$ cat config.mk
export PLATFORM = sky130hd
export DESIGN_NAME = fp_sub_seq_flat
export DESIGN_NICKNAME = d
export VERILOG_FILES = /design/src/rtl/fp_sub_seq_if.sv /design/src/rtl/fp_sub_seq.sv /design/src/flat_wrapper.sv
export SDC_FILE = /design/constraint.sdc
export NUM_CORES = 1
export LEC_CHECK = 0
export BUFFER_PORTS_ARGS = -buffer_cell sky130_fd_sc_hd__buf_2
export CORE_ASPECT_RATIO = 1.4
export CORE_MARGIN = 2
export CORE_UTILIZATION = 60
export DETAILED_ROUTE_END_ITERATION = 10
export GPL_TIMING_DRIVEN = 0
export PLACE_DENSITY_LB_ADDON = 0.2
export SYNTH_ARGS = -nofsm -noshare
export SYNTH_HDL_FRONTEND = slang
export SYNTH_SLANG_ARGS = --single-unit
$ cat constraint.sdc
create_clock -name clk -period 5.9 [get_ports clk]
set_clock_uncertainty 0.05 [all_clocks]
set_input_delay 1.18 -clock clk [delete_from_list [all_inputs] [get_ports clk]]
set_output_delay 1.18 -clock clk [all_outputs]
set_load 0.005 [all_outputs]
$ cat src/rtl/fp_sub_seq_if.sv
// ---------------------------------------------------------------------------
// fp_sub_seq_if
// Request/response bundle for the sequential single-precision subtractor.
//
// Signals
//   start      requester -> unit   one-cycle request, sampled only in IDLE
//   a_operand  requester -> unit   minuend (IEEE-754 single)
//   b_operand  requester -> unit   subtrahend (IEEE-754 single)
//   op         requester -> unit   only with FP_ADDSUB_OP_EN: 1 = add, 0 = subtract
//   busy       unit -> requester   high whenever the unit is not IDLE
//   done       unit -> requester   one-cycle pulse, result/Exception valid
//   result     unit -> requester   IEEE-754 result, held until next request
//   Exception  unit -> requester   special-operand / overflow flag
//
// Modports: master (requester side), slave (the arithmetic unit).
// Optional feature macro: FP_ADDSUB_OP_EN.
// ---------------------------------------------------------------------------
interface fp_sub_seq_if;
  logic        start;
  logic [31:0] a_operand;
  logic [31:0] b_operand;
`ifdef FP_ADDSUB_OP_EN
  logic        op;
`endif
  logic        busy;
  logic        done;
  logic [31:0] result;
  logic        Exception;

`ifdef FP_ADDSUB_OP_EN
  modport master (
    output start, a_operand, b_operand, op,
    input  busy, done, result, Exception
  );
  modport slave (
    input  start, a_operand, b_operand, op,
    output busy, done, result, Exception
  );
`else
  modport master (
    output start, a_operand, b_operand,
    input  busy, done, result, Exception
  );
  modport slave (
    input  start, a_operand, b_operand,
    output busy, done, result, Exception
  );
`endif
endinterface

$ cat src/rtl/fp_sub_seq.sv
// ---------------------------------------------------------------------------
// fp_sub_seq
// Multi-cycle IEEE-754 single-precision subtractor: result = a - b.
// Alignment and normalisation proceed one bit per clock; rounding is pure
// truncation, denormal inputs are flushed to zero, Inf/NaN inputs produce
// +Inf with Exception set.
//
// Ports
//   clk    in   rising-edge clock
//   rst_n  in   asynchronous active-low reset, aborts any operation
//   bus    slave modport of fp_sub_seq_if (start/operands in,
//          busy/done/result/Exception out)
//
// Optional feature macro: FP_ADDSUB_OP_EN
//   When defined, bus.op selects the operation (1 = a+b, 0 = a-b).
//   When undefined the unit always subtracts.
//
// Latency (edges after the edge that accepts start, until done is high):
//   special operand 1, zero result 3+d, otherwise 3+d+n
//   (d = saturated exponent difference, n = normalisation shifts).
// ---------------------------------------------------------------------------
module fp_sub_seq (
  input  logic         clk,
  input  logic         rst_n,
  fp_sub_seq_if.slave  bus
);

  typedef enum logic [2:0] {
    S_IDLE,
    S_UNPACK,
    S_ALIGN,
    S_ADD,
    S_NORM,
    S_DONE
  } state_t;

  localparam logic [31:0] INF_RESULT = 32'h7F80_0000;
  localparam logic [4:0]  MAX_SHIFT  = 5'd25;

  state_t      state_q;
  // Captured operands; b_q already carries the effective (possibly flipped) sign.
  logic [31:0] a_q;
  logic [31:0] b_q;
  // Working datapath after the swap: A is the larger magnitude.
  logic        sign_a_q;
  logic        sign_b_q;
  logic [7:0]  exp_q;
  logic [24:0] mant_a_q;   // bit 24 catches the carry of a same-sign add
  logic [23:0] mant_b_q;
  logic [4:0]  shift_q;    // remaining alignment shifts
  // Registered outputs.
  logic [31:0] result_q;
  logic        exc_q;
  logic        busy_q;
  logic        done_q;

  // ------------------------------------------------------------------
  // Effective-operation select: flip b's sign for subtraction.
  // ------------------------------------------------------------------
  logic flip_b_d;
`ifdef FP_ADDSUB_OP_EN
  assign flip_b_d = ~bus.op;
`else
  assign flip_b_d = 1'b1;
`endif

  // ------------------------------------------------------------------
  // Unpack / swap network, evaluated from the captured operands while
  // the FSM sits in UNPACK.
  // ------------------------------------------------------------------
  logic [7:0]  exp_a_raw_d;
  logic [7:0]  exp_b_raw_d;
  logic [23:0] man_a_d;
  logic [23:0] man_b_d;
  logic        special_d;
  logic        a_ge_b_d;
  logic        big_sign_d;
  logic        small_sign_d;
  logic [7:0]  big_exp_d;
  logic [7:0]  small_exp_d;
  logic [23:0] big_man_d;
  logic [23:0] small_man_d;
  logic [7:0]  diff_d;
  logic [4:0]  shift_d;

  always_comb begin
    exp_a_raw_d = a_q[30:23];
    exp_b_raw_d = b_q[30:23];
    // Exponent 0 means zero or denormal: both become a true zero with no
    // hidden bit.
    man_a_d = (exp_a_raw_d == 8'd0) ? 24'd0 : {1'b1, a_q[22:0]};
    man_b_d = (exp_b_raw_d == 8'd0) ? 24'd0 : {1'b1, b_q[22:0]};
    special_d = (&exp_a_raw_d) | (&exp_b_raw_d);
    // Ties keep a in the A slot; for equal magnitudes the subtraction
    // yields zero either way.
    a_ge_b_d = {exp_a_raw_d, man_a_d} >= {exp_b_raw_d, man_b_d};
    if (a_ge_b_d) begin
      big_sign_d   = a_q[31];
      big_exp_d    = exp_a_raw_d;
      big_man_d    = man_a_d;
      small_sign_d = b_q[31];
      small_exp_d  = exp_b_raw_d;
      small_man_d  = man_b_d;
    end else begin
      big_sign_d   = b_q[31];
      big_exp_d    = exp_b_raw_d;
      big_man_d    = man_b_d;
      small_sign_d = a_q[31];
      small_exp_d  = exp_a_raw_d;
      small_man_d  = man_a_d;
    end
    diff_d = big_exp_d - small_exp_d;
    // Beyond 25 positions the smaller mantissa is already fully shifted out.
    shift_d = (diff_d > {3'd0, MAX_SHIFT}) ? MAX_SHIFT : diff_d[4:0];
  end

  // ------------------------------------------------------------------
  // Mantissa adder. A's magnitude is never below B's after the swap and
  // alignment, so the difference cannot go negative.
  // ------------------------------------------------------------------
  logic [24:0] sum_d;

  always_comb begin
    if (sign_a_q == sign_b_q) begin
      sum_d = {1'b0, mant_a_q[23:0]} + {1'b0, mant_b_q};
    end else begin
      sum_d = {1'b0, mant_a_q[23:0]} - {1'b0, mant_b_q};
    end
  end

  // ------------------------------------------------------------------
  // Control FSM with registered outputs.
  // ------------------------------------------------------------------
  always_ff @(posedge clk or negedge rst_n) begin
    if (!rst_n) begin
      state_q  <= S_IDLE;
      a_q      <= 32'd0;
      b_q      <= 32'd0;
      sign_a_q <= 1'b0;
      sign_b_q <= 1'b0;
      exp_q    <= 8'd0;
      mant_a_q <= 25'd0;
      mant_b_q <= 24'd0;
      shift_q  <= 5'd0;
      result_q <= 32'd0;
      exc_q    <= 1'b0;
      busy_q   <= 1'b0;
      done_q   <= 1'b0;
    end else begin
      done_q <= 1'b0;
      case (state_q)
        S_IDLE: begin
          if (bus.start) begin
            a_q     <= bus.a_operand;
            b_q     <= {bus.b_operand[31] ^ flip_b_d, bus.b_operand[30:0]};
            busy_q  <= 1'b1;
            state_q <= S_UNPACK;
          end
        end

        S_UNPACK: begin
          if (special_d) begin
            result_q <= INF_RESULT;
            exc_q    <= 1'b1;
            done_q   <= 1'b1;
            state_q  <= S_DONE;
          end else begin
            sign_a_q <= big_sign_d;
            sign_b_q <= small_sign_d;
            exp_q    <= big_exp_d;
            mant_a_q <= {1'b0, big_man_d};
            mant_b_q <= small_man_d;
            shift_q  <= shift_d;
            state_q  <= (shift_d != 5'd0) ? S_ALIGN : S_ADD;
          end
        end

        S_ALIGN: begin
          // Shifted-out bits are dropped: no guard/round/sticky.
          mant_b_q <= mant_b_q >> 1;
          shift_q  <= shift_q - 5'd1;
          if (shift_q == 5'd1) begin
            state_q <= S_ADD;
          end
        end

        S_ADD: begin
          mant_a_q <= sum_d;
          state_q  <= S_NORM;
        end

        S_NORM: begin
          if (mant_a_q == 25'd0) begin
            result_q <= 32'd0;
            exc_q    <= 1'b0;
            done_q   <= 1'b1;
            state_q  <= S_DONE;
          end else if (mant_a_q[24]) begin
            if (exp_q == 8'd254) begin
              result_q <= {sign_a_q, 8'hFF, 23'd0};
              exc_q    <= 1'b1;
              done_q   <= 1'b1;
              state_q  <= S_DONE;
            end else begin
              mant_a_q <= mant_a_q >> 1;
              exp_q    <= exp_q + 8'd1;
            end
          end else if (!mant_a_q[23]) begin
            if (exp_q == 8'd1) begin
              // Would go denormal: flush to a signed zero.
              result_q <= {sign_a_q, 31'd0};
              exc_q    <= 1'b0;
              done_q   <= 1'b1;
              state_q  <= S_DONE;
            end else begin
              mant_a_q <= mant_a_q << 1;
              exp_q    <= exp_q - 8'd1;
            end
          end else begin
            result_q <= {sign_a_q, exp_q, mant_a_q[22:0]};
            exc_q    <= 1'b0;
            done_q   <= 1'b1;
            state_q  <= S_DONE;
          end
        end

        S_DONE: begin
          busy_q  <= 1'b0;
          state_q <= S_IDLE;
        end

        default: begin
          busy_q  <= 1'b0;
          state_q <= S_IDLE;
        end
      endcase
    end
  end

  assign bus.busy      = busy_q;
  assign bus.done      = done_q;
  assign bus.result    = result_q;
  assign bus.Exception = exc_q;

endmodule

$ cat src/flat_wrapper.sv
// flat-port wrapper written by rule: the top's interface ports become plain ports
module fp_sub_seq_flat 
  (clk, rst_n, bus_start, bus_a_operand, bus_b_operand, bus_busy, bus_done, bus_result, bus_Exception);
  fp_sub_seq_if bus_i ();
  input  logic clk;
  input  logic rst_n;
  input wire logic [$bits(bus_i.start)-1:0] bus_start;
  input wire logic [$bits(bus_i.a_operand)-1:0] bus_a_operand;
  input wire logic [$bits(bus_i.b_operand)-1:0] bus_b_operand;
  output wire logic [$bits(bus_i.busy)-1:0] bus_busy;
  output wire logic [$bits(bus_i.done)-1:0] bus_done;
  output wire logic [$bits(bus_i.result)-1:0] bus_result;
  output wire logic [$bits(bus_i.Exception)-1:0] bus_Exception;
  assign bus_i.start = bus_start;
  assign bus_i.a_operand = bus_a_operand;
  assign bus_i.b_operand = bus_b_operand;
  assign bus_busy = bus_i.busy;
  assign bus_done = bus_i.done;
  assign bus_result = bus_i.result;
  assign bus_Exception = bus_i.Exception;
  fp_sub_seq u_core (.clk(clk), .rst_n(rst_n), .bus(bus_i));
endmodule
==> results of run 1 <==
-- cell families after synthesis --
group | count (synthesis) | synth area share [%]
adder cells (fa/ha/maj) | 64 | 7.27
AND/OR/NAND/NOR | 414 | 17.9
flip-flops | 166 | 37.4
AO/OA/AOI/OAI | 382 | 21.9
multiplexers | 84 | 8.23
XOR/XNOR | 44 | 3.47
buffers and inverters | 110 | 3.76
-- cells in the mapped netlist, drive strengths merged, types with 20 or more instances --
cell | number | area, µm²
dfrtp | 166 | 4150
nor2 | 136 | 510
a21oi | 125 | 626
nand2 | 120 | 453
o21ai | 87 | 439
clkbuf | 66 | 248
ha | 63 | 788
mux2 | 56 | 634
inv | 35 | 131
and2 | 31 | 194
xnor2 | 30 | 263
mux2i | 28 | 280
a22o | 24 | 210
nor3 | 23 | 131
a22oi | 22 | 165
o22ai | 20 | 125
-- layout make-up --
| type | instances | area (µm²) | area share, % |
|---|---|---|---|
| Timing Repair Buffer | 102 | 543 | 4.32 |
| Sequential cell | 166 | 4150 | 33.0 |
| Inverter | 35 | 131 | 1.04 |
| Clock buffer | 17 | 425 | 3.38 |
| Tap cell | 240 | 300 | 2.39 |
| Buffer | 75 | 287 | 2.28 |
| Clock inverter | 15 | 203 | 1.61 |
| Multi-Input combinational cell | 988 | 6540 | 52.0 |
-- layer usage --
metal	GRT usage, %	up-vias
met3	4.49	79
met5	0	-
met4	14.1	0
met2	56.1	383
li1	-	4876
met1	42.1	4875
-- worst max-delay path, stage by stage, from the launching register on --
cell       delay, ns
dfrtp_1         0.39
clkbuf_1        0.21
nor4_1          0.29
nand2_1         0.32
clkbuf_1        0.28
and2_1          0.25
ha_1            0.34
nand4_1         0.24
nor4_2          0.36
o2111ai_1       0.32
o21ai_2         0.49
mux2_4          0.38
nor4_1          0.15
and4b_1         0.22
or4_1           0.44
or3_4           0.39
o31a_1          0.29
-- worst paths after layout --
kind | end | slack, ns | cells after the start | from
worst max-delay path | u_core.shift_q[4] | 0.37 | 16 | u_core.a_q[25]
max in group asynchronous | u_core.b_q[28] | 4.27 | 2 | rst_n
min in group asynchronous | u_core.bus.result[26] | 0.60 | 1 | rst_n
worst max register to register | u_core.shift_q[4] | 0.37 | 16 | u_core.a_q[25]
worst min-delay path | u_core.a_q[15] | 0.45 | 1 | u_core.a_q[15]
worst min register to register | u_core.a_q[15] | 0.45 | 1 | u_core.a_q[15]
-- through the flow --
step                std cells  instance area (µm²)  utilization (%)  hold WS (ns)
finish                   1638                12600             69.6         0.450
global route             1638                12600             69.6         0.464
CTS                      1638                12600             69.6         0.455
detailed placement       1606                12000             66.2         0.438
global placement         1605                11900             65.9         0.432
floorplan                1264                11100                -         0.422
-- state kept, by name, indices dropped and copies added (netlist names) --
name                  count
u_core.mant_a_q          25
u_core.sign_a_q           1
u_core.sign_b_q           1
u_core.bus.result        32
u_core.b_q               32
u_core.bus.done           1
u_core.mant_b_q          24
u_core.exp_q              8
u_core.bus.busy           1
u_core.shift_q            5
u_core.bus.Exception      1
u_core.state_q            3
u_core.a_q               32
==> out/qor.txt, run 1 <==
status - complete, no violations
max-slew violations - 0
ys flop type - dfrtp_1
H-tree Lvls - 4
TritonCTS clock tree - built
Hold-fix buffers, CTS - 0
Starting Density - 61.5%
Die Y - 165 µm
DRT Wirelength - 31400 µm
largest net degree at the start of global routing - 108
Mapped Cells - 1264
fill count - 1507
deepest clock path buffer count - 2
critical path type - reg2reg
row count - 58
Async SR Flop Fraction - 100%
root buffer cell - clkbuf_16
vias - 10213
Pre-antenna DRT Iters - 5
EDFF count, synth - 0
initial antenna violation count - 0
final count of negative-setup-slack endpoints - 0
NumNets Final - 1516
die area - 0.0196 mm²
setup TNS - 0 ns
CP arrival - 5.82 ns
routed vias/inst - 6.24
Die W - 119 µm
CTS clk-pin slew, worst paths - 0.08 ns
Hold Violations, Final - 0
Iter 0 DRT Violations - 810
drt wl/cell - 19.1 µm
commonest non-fill, non-tap cells in the layout - dfrtp_1, nor2_1, a21oi_1
leading cell type in the layout, fill and taps excluded - dfrtp_1
Post-CTS Repair Setup Buffers - 0
Total GRT Usage - 32.9%
type of element launching the critical path - register
synthesized area - 0.0111 mm²
final worst slack - 0.368 ns
syn nets - 1395
Max Used Layer - met4
Max Clk Rate - 0.181 GHz
share of cells above drive strength 1 - 15.2%
Critical Path Fanout Max - 10
Residual DRC - 0
num ports - 102
met2 WL - 15200 µm
crit path time final - 5.53 ns
antenna cells - 0
met3 wire len - 1730 µm
warnings from Yosys - 0
CTS resizes - 0
Synth Area per Inst - 8.79 µm²
clock latency on the worst-skew pair - 0.44 ns
core area - 0.0181 mm²
PortBufs - 101
synth unique cells - 82
dpl ws - 0.415 ns
first-pass GRT wire length - 50900 µm
gr ovfl total - 0
global placement routability congestion - 0.962
Yosys reg bits - 166
Sink Count - 166
sequential fraction of the synthesis area - 37.4%
CP required - 6.18 ns
DRT antenna net count - 0
TritonCTS buffer count - 17
crit share post-route - 93.8%
P&R area growth vs syn - 13.2%
Max-slew headroom - 39.3%
RSZ-0062 raised after global routing - false
crit end category - register
hpwl dp - 24300 µm
Worst-Margin Slew - 0.899 ns
Hold WC Path Type - reg2reg
Max-Cap Viols - 0
vias in the first global route - 9853
wl on met1 - 13100 µm
Power of run 1 is left out: the tool's default activity adds up to more than one toggle a clock period on the data nets, which glitch-free logic cannot reach.
==> inputs of run 2 (changes only) <==
Settings changed: BUFFER_PORTS_ARGS -buffer_cell sky130_fd_sc_hd__buf_2 to not set, DONT_BUFFER_PORTS set to 1.
==> run 2 against run 1 <==
Compared with the run above:
- register-to-register slack is essentially flat
- die area stayed put
- cell count down 6.2%
- first-iteration DRC count is 16% lower
- fmax about the same
- count of clock-buffer cells in the layout unchanged
- utilization down 3.1 points
- critical endpoint unchanged
- critical path type unchanged
==> out/qor.txt, run 2 (same netlist as run 1, synthesis figures left out) <==
commonest non-fill, non-tap cells in the layout - dfrtp_1, nor2_1, a21oi_1
critical path type - reg2reg
Post-DP Area - 0.0114 mm²
Max Clk Rate - 0.181 GHz
status - complete, no violations
Die Y - 165 µm
core area - 0.0181 mm²
final count of negative-setup-slack endpoints - 0
TritonCTS clock tree - built
drt wl/cell - 19.7 µm
deepest clock path buffer count - 2
type of element launching the critical path - register
Die W - 119 µm
Starting Density - 61.5%
WHS - 0.372 ns
clock latency on the worst-skew pair - 0.45 ns
root buffer cell - clkbuf_16
Worst-Margin Slew - 0.903 ns
fill count - 1454
initial antenna violation count - 0
CTS clk-pin slew, worst paths - 0.07 ns
row count - 58
num ports - 102
final worst slack - 0.363 ns
crit end category - register
Sink Count - 166
Hold WC Path Type - in2async
RSZ-0062 raised after global routing - false
max-slew violations - 0
Hold Violations, Final - 0
Max-Cap Viols - 0
DRT antenna net count - 0
Hold-fix buffers, CTS - 0
leading cell type in the layout, fill and taps excluded - dfrtp_1
hpwl dp - 23200 µm
crit share post-route - 93.8%
vias - 9727
H-tree Lvls - 4
gr ovfl total - 0
CP arrival - 5.83 ns
share of cells above drive strength 1 - 8.64%
PortBufs - 0
DRT Wirelength - 30200 µm
Max-slew headroom - 39.0%
Iter 0 DRT Violations - 681
Post-CTS Repair Setup Buffers - 0
routed vias/inst - 6.33
CP required - 6.19 ns
Finished Cell Area - 0.0120 mm²
NumNets Final - 1414
crit path time final - 5.54 ns
first-pass GRT wire length - 49100 µm
Total GRT Usage - 31.5%
Pre-antenna DRT Iters - 7
antenna cells - 0
Critical Path Fanout Max - 10
Residual DRC - 0
vias in the first global route - 9521
largest net degree at the start of global routing - 167
P&R area growth vs syn - 8.28%
global placement routability congestion - 0.997
TritonCTS buffer count - 17
die area - 0.0196 mm²
setup TNS - 0 ns
dpl ws - 0.421 ns
## run 2: metrics by stage
stage | instances | util [%]
finish | 1536 | 66.6
global route | 1536 | 66.6
CTS | 1536 | 66.5
detailed placement | 1504 | 63.1
global placement | 1504 | 63.1
floorplan | 1264 | -
## run 2: path summary, 6_finish.rpt
| check | start | end | slack [ns] | depth (start not counted) |
|---|---|---|---|---|
| max | u_core.a_q[25] | u_core.shift_q[4] | 0.36 | 16 |
| min | rst_n | u_core.bus.done | 0.37 | 0 |
| min in group clk | u_core.a_q[15] | u_core.a_q[15] | 0.45 | 1 |
| max reg2reg | u_core.a_q[25] | u_core.shift_q[4] | 0.36 | 16 |
| min reg2reg | u_core.a_q[15] | u_core.a_q[15] | 0.45 | 1 |
| max in group asynchronous | rst_n | u_core.mant_b_q[21] | 5.20 | 0 |
## run 2: routing by layer
metal  vias up  track usage, %  share of wire, %
met5         -               0                 0
met4         0            14.3               3.7
met3        71            4.59               5.6
met2       351            54.0                49
met1      4638            39.4                42
li1       4667               -                 -
## run 2: critical path, stage by stage (launching register included)
cell,delay (ns)
dfrtp_1,0.39
clkbuf_1,0.22
nor4_1,0.30
nand2_1,0.29
clkbuf_1,0.27
and2_1,0.24
ha_1,0.31
nand4_1,0.18
nor4_2,0.46
o2111ai_1,0.34
o21ai_2,0.49
mux2_4,0.37
nor4_1,0.19
and4b_1,0.23
or4_1,0.42
or3_4,0.38
o31a_1,0.29
## run 2: cell type report
class / count / area, µm² / share of cell area (%)
clock buffers: 17 / 425 / 3.54
flip-flops and latches: 166 / 4150 / 34.5
multi-input cells: 988 / 6550 / 54.4
clock inverters: 15 / 188 / 1.56
well taps: 240 / 300 / 2.50
plain buffers: 75 / 287 / 2.38
inverters: 35 / 131 / 1.09
## run 2: timing repair
item	CTS	global route
endpoints found under the hold margin	0	0
setup endpoints to repair	0	1
resized for setup	0	2
Power of run 2 is left out for the same reason.
==> inputs of run 3 (changes only) <==
Settings changed: GPL_TIMING_DRIVEN 0 to not set.
==> run 3 against run 2 <==
Compared with the run above:
- fmax up 11%
- utilization down 0.98 points
- highest routed layer unchanged
- largest cell class unchanged
- cell count shrank 4.2%
==> out/qor.txt, run 3 (same netlist as run 1, synthesis figures left out) <==
Die Y - 165 µm
drt wl/cell - 19.0 µm
CTS resizes - 0
Max-slew headroom - 23.1%
Critical Path Fanout Max - 26
TritonCTS buffer count - 17
status - complete, no violations
TritonCTS clock tree - built
Hold WC Path Type - in2async
largest net degree at the start of global routing - 167
Pre-antenna DRT Iters - 5
crit share post-route - 84.5%
fill count - 1483
final count of negative-setup-slack endpoints - 0
crit end category - register
final core occ - 65.6%
DRT antenna net count - 0
NumNets Final - 1350
num ports - 102
deepest clock path buffer count - 2
leading cell type in the layout, fill and taps excluded - dfrtp_1
Starting Density - 61.5%
r2r setup slk - 0.91 ns
CP required - 6.18 ns
commonest non-fill, non-tap cells in the layout - dfrtp_1, nor2_1, a21oi_1
Worst-Margin Slew - 1.15 ns
Die W - 119 µm
P&R area growth vs syn - 6.69%
core area - 0.0181 mm²
Sink Count - 166
Residual DRC - 0
RSZ-0062 raised after global routing - false
gr ovfl total - 0
first-pass GRT wire length - 45900 µm
vias in the first global route - 9051
antenna cells - 0
vias - 9398
setup TNS - 0 ns
root buffer cell - clkbuf_16
DRT Wirelength - 28000 µm
clock latency on the worst-skew pair - 0.45 ns
global placement routability congestion - 0.952
Max Clk Rate - 0.200 GHz
routed vias/inst - 6.38
PortBufs - 0
CP arrival - 5.26 ns
Total GRT Usage - 29.3%
max-slew violations - 0
R2R cell count - 16
Post-CTS Repair Setup Buffers - 0
hpwl dp - 20500 µm
share of cells above drive strength 1 - 9.82%
Hold-fix buffers, CTS - 0
row count - 58
die area - 0.0196 mm²
type of element launching the critical path - register
H-tree Lvls - 4
Max-Cap Viols - 0
critical path type - reg2reg
Iter 0 DRT Violations - 840
crit path time final - 4.99 ns
CTS clk-pin slew, worst paths - 0.07 ns
initial antenna violation count - 0
Hold Violations, Final - 0
run 3: worst paths after layout:
| kind | endpoint | startpoint |
|---|---|---|
| min in group clk | u_core.a_q[17] | u_core.a_q[17] |
| max | u_core.shift_q[4] | u_core.a_q[25] |
| max reg2reg | u_core.shift_q[4] | u_core.a_q[25] |
| min reg2reg | u_core.a_q[17] | u_core.a_q[17] |
| max in group asynchronous | u_core.mant_a_q[22] | rst_n |
| min | u_core.mant_a_q[0] | rst_n |
run 3: area by class of cell:
cell class,instances,area (µm²),share of cell area (%)
Timing Repair Buffer,11,82.6,0.697
Multi-Input combinational cell,988,6560,55.4
Sequential cell,166,4150,35.0
Tap cell,240,300,2.53
Inverter,35,131,1.11
Clock inverter,15,199,1.68
Clock buffer,17,425,3.59
run 3: critical path, cell delays in order (launching register included):
cell and delay [ns]:
dfrtp_1 0.50, nor4_1 0.33, nand2_1 0.08, buf_4 0.22, and2_1 0.22, ha_1 0.32
a211oi_2 0.22, o21ai_1 0.16, a211oi_2 0.32, o311a_1 0.37, o21ai_4 0.20, mux2_4 0.38
nor4_1 0.19, and4b_1 0.23, or4_1 0.42, or3_4 0.38, o31a_1 0.28
run 3: metrics by stage:
step	setup WS, ns	hold WS, ns	area (µm²)	cells
after floorplan	1.42	0.422	11100	1264
after global placement	1.09	0.435	11200	1440
after detailed placement	0.937	0.440	11200	1440
after CTS	0.937	0.379	11900	1472
after global routing	0.674	0.371	11900	1472
final	0.912	0.379	11900	1472
run 3: metal layers:
metal | GRT usage [%] | routed length (µm) | part of all wire [%]
met1 | 40.5 | 12400 | 44
met3 | 5.11 | 1800 | 6.4
met4 | 10.4 | 578 | 2.1
met2 | 46.5 | 13100 | 47
met5 | 0 | 0 | 0
Power of run 3 is left out for the same reason.
